[config.mk]
export PLATFORM = sky130hd
export DESIGN_NAME = dmem_lsu
export DESIGN_NICKNAME = d
export VERILOG_FILES = /design/src/rtl/dmem_lsu_pkg.sv /design/src/rtl/dmem_lsu_align.sv /design/src/rtl/dmem_lsu.sv
export SDC_FILE = /design/constraint.sdc
export NUM_CORES = 1
export LEC_CHECK = 0
export CORE_MARGIN = 10
export CORE_UTILIZATION = 25
export CTS_CLUSTER_DIAMETER = 40
export CTS_CLUSTER_SIZE = 25
export DETAILED_ROUTE_END_ITERATION = 7
export DONT_BUFFER_PORTS = 1
export PLACE_DENSITY_LB_ADDON = 0.3
export SLEW_MARGIN = 20
export SYNTH_ARGS = -nofsm -noshare
export SYNTH_HDL_FRONTEND = slang
export SYNTH_HIERARCHICAL = 1
export SYNTH_SLANG_ARGS = --single-unit
export TNS_END_PERCENT = 100
[constraint.sdc]
create_clock -name clk -period 4.3 [get_ports clk]
set_input_delay 0.645 -clock clk [delete_from_list [all_inputs] [get_ports clk]]
set_output_delay 0.645 -clock clk [all_outputs]
set_load 0.005 [all_outputs]
[src/rtl/dmem_lsu_pkg.sv]
// Shared types and constants for the dmem load/store unit.
package dmem_lsu_pkg;

   localparam int          LSU_TOTAL_DATA = 4096;
   localparam logic [31:0] LSU_MAX_ADDR   = 32'(LSU_TOTAL_DATA - 4);

   typedef enum logic [1:0] {
      BYTE    = 2'b00,
      HALF    = 2'b01,
      WORD    = 2'b10,
      ILLEGAL = 2'b11
   } size_t;

   typedef enum logic [1:0] {
      IDLE  = 2'b00,
      READ  = 2'b01,
      WRITE = 2'b10,
      RESP  = 2'b11
   } state_t;

endpackage

[src/rtl/dmem_lsu_align.sv]
// Combinational load extraction/extension and sub-word store merge.
module dmem_lsu_align
   import dmem_lsu_pkg::*;
#(
   parameter int DATA_WIDTH = 32,
   parameter int BYTE_WIDTH = 8
) (
   input  logic [DATA_WIDTH-1:0] rd_word,
   input  logic [DATA_WIDTH-1:0] wdata,
   input  size_t                 size,
   input  logic                  is_unsigned,
   output logic [DATA_WIDTH-1:0] load_data,
   output logic [DATA_WIDTH-1:0] store_data
);

   localparam int HALF_WIDTH = 2 * BYTE_WIDTH;

   // Low bytes of the word are the addressed bytes, since dmem reads start at the request address.
   function automatic logic [DATA_WIDTH-1:0] extract_load(input logic [DATA_WIDTH-1:0] w,
                                                          input size_t sz, input logic uns);
      logic [DATA_WIDTH-1:0] res;
      case (sz)
         BYTE:    res = {{(DATA_WIDTH-BYTE_WIDTH){~uns & w[BYTE_WIDTH-1]}}, w[BYTE_WIDTH-1:0]};
         HALF:    res = {{(DATA_WIDTH-HALF_WIDTH){~uns & w[HALF_WIDTH-1]}}, w[HALF_WIDTH-1:0]};
         default: res = w;
      endcase
      return res;
   endfunction

   function automatic logic [DATA_WIDTH-1:0] merge_store(input logic [DATA_WIDTH-1:0] w,
                                                         input logic [DATA_WIDTH-1:0] wd,
                                                         input size_t sz);
      logic [DATA_WIDTH-1:0] res;
      case (sz)
         BYTE:    res = {w[DATA_WIDTH-1:BYTE_WIDTH], wd[BYTE_WIDTH-1:0]};
         HALF:    res = {w[DATA_WIDTH-1:HALF_WIDTH], wd[HALF_WIDTH-1:0]};
         default: res = wd;
      endcase
      return res;
   endfunction

   assign load_data  = extract_load(rd_word, size, is_unsigned);
   assign store_data = merge_store(rd_word, wdata, size);

endmodule

[src/rtl/dmem_lsu.sv]
// Load/store initiator: checks requests, sequences dmem reads/writes, returns responses.
module dmem_lsu
   import dmem_lsu_pkg::*;
#(
   parameter int ADDR_WIDTH = 32,
   parameter int DATA_WIDTH = 32,
   parameter int BYTE_WIDTH = 8,
   parameter int TOTAL_DATA = 4096
) (
   input  logic                  clk,
   input  logic                  rst,
   input  logic                  req_valid,
   output logic                  req_ready,
   input  logic                  req_we,
   input  logic [1:0]            req_size,
   input  logic                  req_unsigned,
   input  logic [ADDR_WIDTH-1:0] req_addr,
   input  logic [DATA_WIDTH-1:0] req_wdata,
   output logic                  rsp_valid,
   output logic                  rsp_err,
   output logic [DATA_WIDTH-1:0] rsp_rdata,
   output logic [ADDR_WIDTH-1:0] dmem_addr,
   output logic [DATA_WIDTH-1:0] dmem_data_in,
   output logic                  dmem_wr_en,
   input  logic [DATA_WIDTH-1:0] dmem_data_out
);

   localparam logic [ADDR_WIDTH-1:0] MAX_ADDR = ADDR_WIDTH'(TOTAL_DATA - 4);

   state_t                state_r;
   logic [ADDR_WIDTH-1:0] addr_r;
   size_t                 size_r;
   logic                  we_r;
   logic                  unsigned_r;
   logic [DATA_WIDTH-1:0] wdata_r;
   logic                  wr_en_r;
   logic [DATA_WIDTH-1:0] data_in_r;
   logic                  rsp_valid_r;
   logic                  rsp_err_r;
   logic [DATA_WIDTH-1:0] rsp_rdata_r;

   size_t                 req_size_s;
   logic                  accept_s;
   logic                  align_err_s;
   logic                  req_err_s;
   logic [DATA_WIDTH-1:0] load_data_s;
   logic [DATA_WIDTH-1:0] store_data_s;

   assign req_size_s = size_t'(req_size);
   assign req_ready  = (state_r == IDLE) && !rst;
   assign accept_s   = req_valid && req_ready;
   assign req_err_s  = align_err_s || (req_addr > MAX_ADDR);

   // Size legality and natural-alignment check on the incoming request.
   always_comb begin
      align_err_s = 1'b0;
      case (req_size_s)
         HALF:    align_err_s = req_addr[0];
         WORD:    align_err_s = |req_addr[1:0];
         ILLEGAL: align_err_s = 1'b1;
         default: align_err_s = 1'b0;
      endcase
   end

   dmem_lsu_align #(
      .DATA_WIDTH (DATA_WIDTH),
      .BYTE_WIDTH (BYTE_WIDTH)
   ) u_align (
      .rd_word     (dmem_data_out),
      .wdata       (wdata_r),
      .size        (size_r),
      .is_unsigned (unsigned_r),
      .load_data   (load_data_s),
      .store_data  (store_data_s)
   );

   // Request sequencing FSM with its request, write and response registers.
   always_ff @(posedge clk) begin
      if (rst) begin
         state_r     <= IDLE;
         addr_r      <= '0;
         size_r      <= BYTE;
         we_r        <= 1'b0;
         unsigned_r  <= 1'b0;
         wdata_r     <= '0;
         wr_en_r     <= 1'b0;
         data_in_r   <= '0;
         rsp_valid_r <= 1'b0;
         rsp_err_r   <= 1'b0;
         rsp_rdata_r <= '0;
      end else begin
         rsp_valid_r <= 1'b0;
         wr_en_r     <= 1'b0;
         case (state_r)
            IDLE: begin
               if (accept_s) begin
                  addr_r     <= req_addr;
                  size_r     <= req_size_s;
                  we_r       <= req_we;
                  unsigned_r <= req_unsigned;
                  wdata_r    <= req_wdata;
                  if (req_err_s) begin
                     state_r     <= RESP;
                     rsp_valid_r <= 1'b1;
                     rsp_err_r   <= 1'b1;
                     rsp_rdata_r <= '0;
                  end else if (req_we && (req_size_s == WORD)) begin
                     state_r   <= WRITE;
                     wr_en_r   <= 1'b1;
                     data_in_r <= req_wdata;
                  end else begin
                     state_r <= READ;
                  end
               end else begin
                  state_r <= IDLE;
               end
            end
            READ: begin
               if (we_r) begin
                  state_r   <= WRITE;
                  wr_en_r   <= 1'b1;
                  data_in_r <= store_data_s;
               end else begin
                  state_r     <= RESP;
                  rsp_valid_r <= 1'b1;
                  rsp_err_r   <= 1'b0;
                  rsp_rdata_r <= load_data_s;
               end
            end
            WRITE: begin
               state_r     <= RESP;
               rsp_valid_r <= 1'b1;
               rsp_err_r   <= 1'b0;
               rsp_rdata_r <= '0;
            end
            RESP:    state_r <= IDLE;
            default: state_r <= IDLE;
         endcase
      end
   end

   // Reset gates the strobe combinationally so a reset in WRITE never commits.
   assign dmem_wr_en   = wr_en_r && !rst;
   assign dmem_addr    = addr_r;
   assign dmem_data_in = data_in_r;
   assign rsp_valid    = rsp_valid_r;
   assign rsp_err      = rsp_err_r;
   assign rsp_rdata    = rsp_rdata_r;

endmodule

==> impl_metrics.toml <==
[global_routing]
globalRouteOverflowTotal = 0
grt_pass1_wl_um = 29600
antenna_found_initial = 0
track_usage_pct = 11.3
grt_pass1_vias = 4844
grt_max_degree = 173

[detailed_routing]
vias = 4717
wl_per_cell_um = 18.0
drt_drc_violations_left = 0
finalWirelength_um = 19200
dr.pass1.iters = 4
drt_iter0_drc = 240
ant_nets = 0
vias_per_cell = 4.43

[sta]
fmax_ghz = 0.330
hold_viol_final = 0
slew-limit-headroom_pct = 38.0
setup_viol = 0
period_needed_ps = 3030
fin_ws_ps = 1270
rsz0062_at_grt = "no"
fin_setup_tns_ps = 0
skew_ps = 10.8
slew_viol_final = 0
worst_slew_pin_slew_ps = 912
holdWs_ps = 339
finalCritPeriodShare_pct = 70.4

[worst_setup_path]
cp-end-kind = "flip-flop"
critPathTopFamily = "compound AO/OA/AOI/OAI gates"
path_cells = "inv_1 -> ha_1 -> nor2b_2 -> and2_4 -> o21ai_1 -> a21oi_4 -> buf_4 -> mux2i_1"
max_stage_delay_ps = 650
crit_slowest_cell = "a21oi_4"
rrSetupSlack_ps = 1270
crit_start = "state_r[0]$_SDFF_PP0_"
crit_end = "rsp_rdata[26]$_SDFFE_PP0P_"
setup.worst_path.start_class = "flip-flop"
critical_path_class = "flip-flop to flip-flop"
arrival_ps = 3370
cp.required_ps = 4650
path_buf_inv = 2
r2r_end = "rsp_rdata[26]$_SDFFE_PP0P_"
timing.rr.start = "state_r[0]$_SDFF_PP0_"
r2r_cells = 8
path_max_fanout = 41
path_depth = 8

[clock_network]
htreeDepth = 4
clk_latency_ps = 420
cts_sinks = 137
clk_pin_slew_worst_paths_ps = 70
postCtsSetupRepairBufs = 0
cts_buffer_depth = 2
cts_buffers = 17
holdBufCountCts = 0
cts_tree = "built"
cts_resized = 0
clockRootBuffer = "clkbuf_16"

[synthesis]
synth_ff_type = "dfxtp_1"
syn_area_um2 = 6750
synth_most_common_cell = "dfxtp_1"
synth_cell_type_count = 38
synth_edf_count = 0
ys_warn_count = 6
synth_common_cells = "137 x dfxtp_1, 119 x nand2_1, 99 x nand2b_1"
yosysSeqAreaShare_pct = 40.6
ys_async_sr_fraction_pct = 0
synth_seq_cells = 137
yosysTopAreaCell = "dfxtp_1"
synth.area.top_cells = "dfxtp_1 41%, mux2i_1 9.6%, nand2b_1 9.2%"
syn_nets = 867
synth_top_area_share_pct = 40.6
avgSynthCellArea_um2 = 8.90
synthCells = 758

[pwr]
max-vdd-ir-drop_v = 0.000203
clockPowerShare_pct = 36.0
powerDensity_nw_per_um2 = 598
power.share.switching_pct = 32.8
internal_power_uw = 3000
p_seq_share_pct = 36.9
power.switching_uw = 1470
comb_power_share_pct = 27.1
p_leak_uw = 0.00272

[place]
io_buffers = 0
hpwl_um = 13400
post-place-ws_ps = 1180
routabilityCongestion = 0.745
dpl-instance-area_um2 = 6830
dp.cells = 1033

[cells_and_area]
fillCellCount = 2832
nets = 820
regArea_um2 = 2740
final_area_um2 = 7460
multi_input_area_um2 = 3590
n_antenna_cell = 0
areaGrowthSynthToFinish_pct = 10.6
fin_cells = 1065
final_layout_size_suffix_gt1_share_pct = 15.2

[floorplanning]
core_um2 = 26700
num_rows = 60
start_util_pct = 25.2
chipWidth_um = 184
fp.dieH_um = 184
fp.dieArea_um2 = 34000
boundaryPins = 203

[min_path]
hp-class = "primary input to flip-flop"

[run]
maxCapViolCount = 0

[outcome]
status = "completed"
==> stage by stage <==
stage          utilization, %  total power (µW)
6_report                 27.9              4470
5_1_grt                  27.9              4770
4_1_cts                  27.9              4560
3_5_place_dp             25.5              2920
3_3_place_gp             25.5              2900
2_1_floorplan               -              2720
==> metal layers <==
layer	vias up	track usage, %	wire length, µm	part of all wire [%]
met3	14	5.38	2060	11
met2	151	16.9	8240	43
li1	2398	-	-	-
met4	0	2.85	142	0.74
met5	-	0	0	0
met1	2154	14.4	8740	46
==> how the worst min path moves through the flow <==
stage | slack, ps | startpoint | cells after the start | endpoint
after floorplan | 450 | wdata_r[28]$_SDFFE_PP0P_ | 2 | wdata_r[28]$_SDFFE_PP0P_
after global placement | 460 | wdata_r[27]$_SDFFE_PP0P_ | 2 | wdata_r[27]$_SDFFE_PP0P_
after detailed placement | 460 | wdata_r[27]$_SDFFE_PP0P_ | 2 | wdata_r[27]$_SDFFE_PP0P_
after CTS | 310 | req_wdata[24] | 2 | wdata_r[24]$_SDFFE_PP0P_
after global routing | 310 | req_wdata[29] | 2 | wdata_r[29]$_SDFFE_PP0P_
final | 340 | req_wdata[21] | 2 | wdata_r[21]$_SDFFE_PP0P_
==> placed cells by master, fill, tap and decap left out, types with 6 or more instances in the layout <==
cell,count
nor2b_1,35
a21o_1,8
mux2i_1,64
o21ai_1,7
dfxtp_1,136
mux2_4,6
nor2_1,35
nand2b_1,99
mux2_2,50
o21ai_0,76
nand2_1,119
buf_4,6
clkbuf_16,17
==> worst register-to-register path, cell delays in order, from the launching register on <==
cell     delay, ps
dfxtp_1        340
inv_1          120
ha_1           270
nor2b_2        290
and2_4         450
o21ai_1        160
a21oi_4        650
buf_4          430
mux2i_1        240
==> power groups by stage <==
stage / sequential, µW / combinational, µW / clock [µW]
after detailed placement: 1680 / 1240 / 0
after floorplan: 1610 / 1120 / 0
after CTS: 1660 / 1240 / 1660
after global routing: 1690 / 1360 / 1720
final: 1650 / 1210 / 1610
after global placement: 1680 / 1220 / 0
==> flip-flops by register name, indices dropped and copies added (netlist names) <==
name          count
dmem_addr        32
dmem_data_in     32
rsp_rdata        32
wdata_r          32
size_r            2
state_r           2
rsp_err           1
rsp_valid         1
unsigned_r        1
we_r              1
wr_en_r           1
==> final cells by class <==
type	count	area share (%)
well taps	341	5.72
repair buffers	6	0.604
multi-input cells	544	48.1
flip-flops and latches	137	36.8
clock buffers	18	5.89
clock inverters	14	2.62
inverters	5	0.252
==> cell families after synthesis <==
| logic type | synth area share (%) |
|---|---|
| compound gates | 9.05 |
| fa+ha+maj | 1.11 |
| buf+inv | 6.38 |
| flops | 40.6 |
| mux | 19.5 |
| simple gates | 23.3 |
Power figures use the tool's default switching activity.
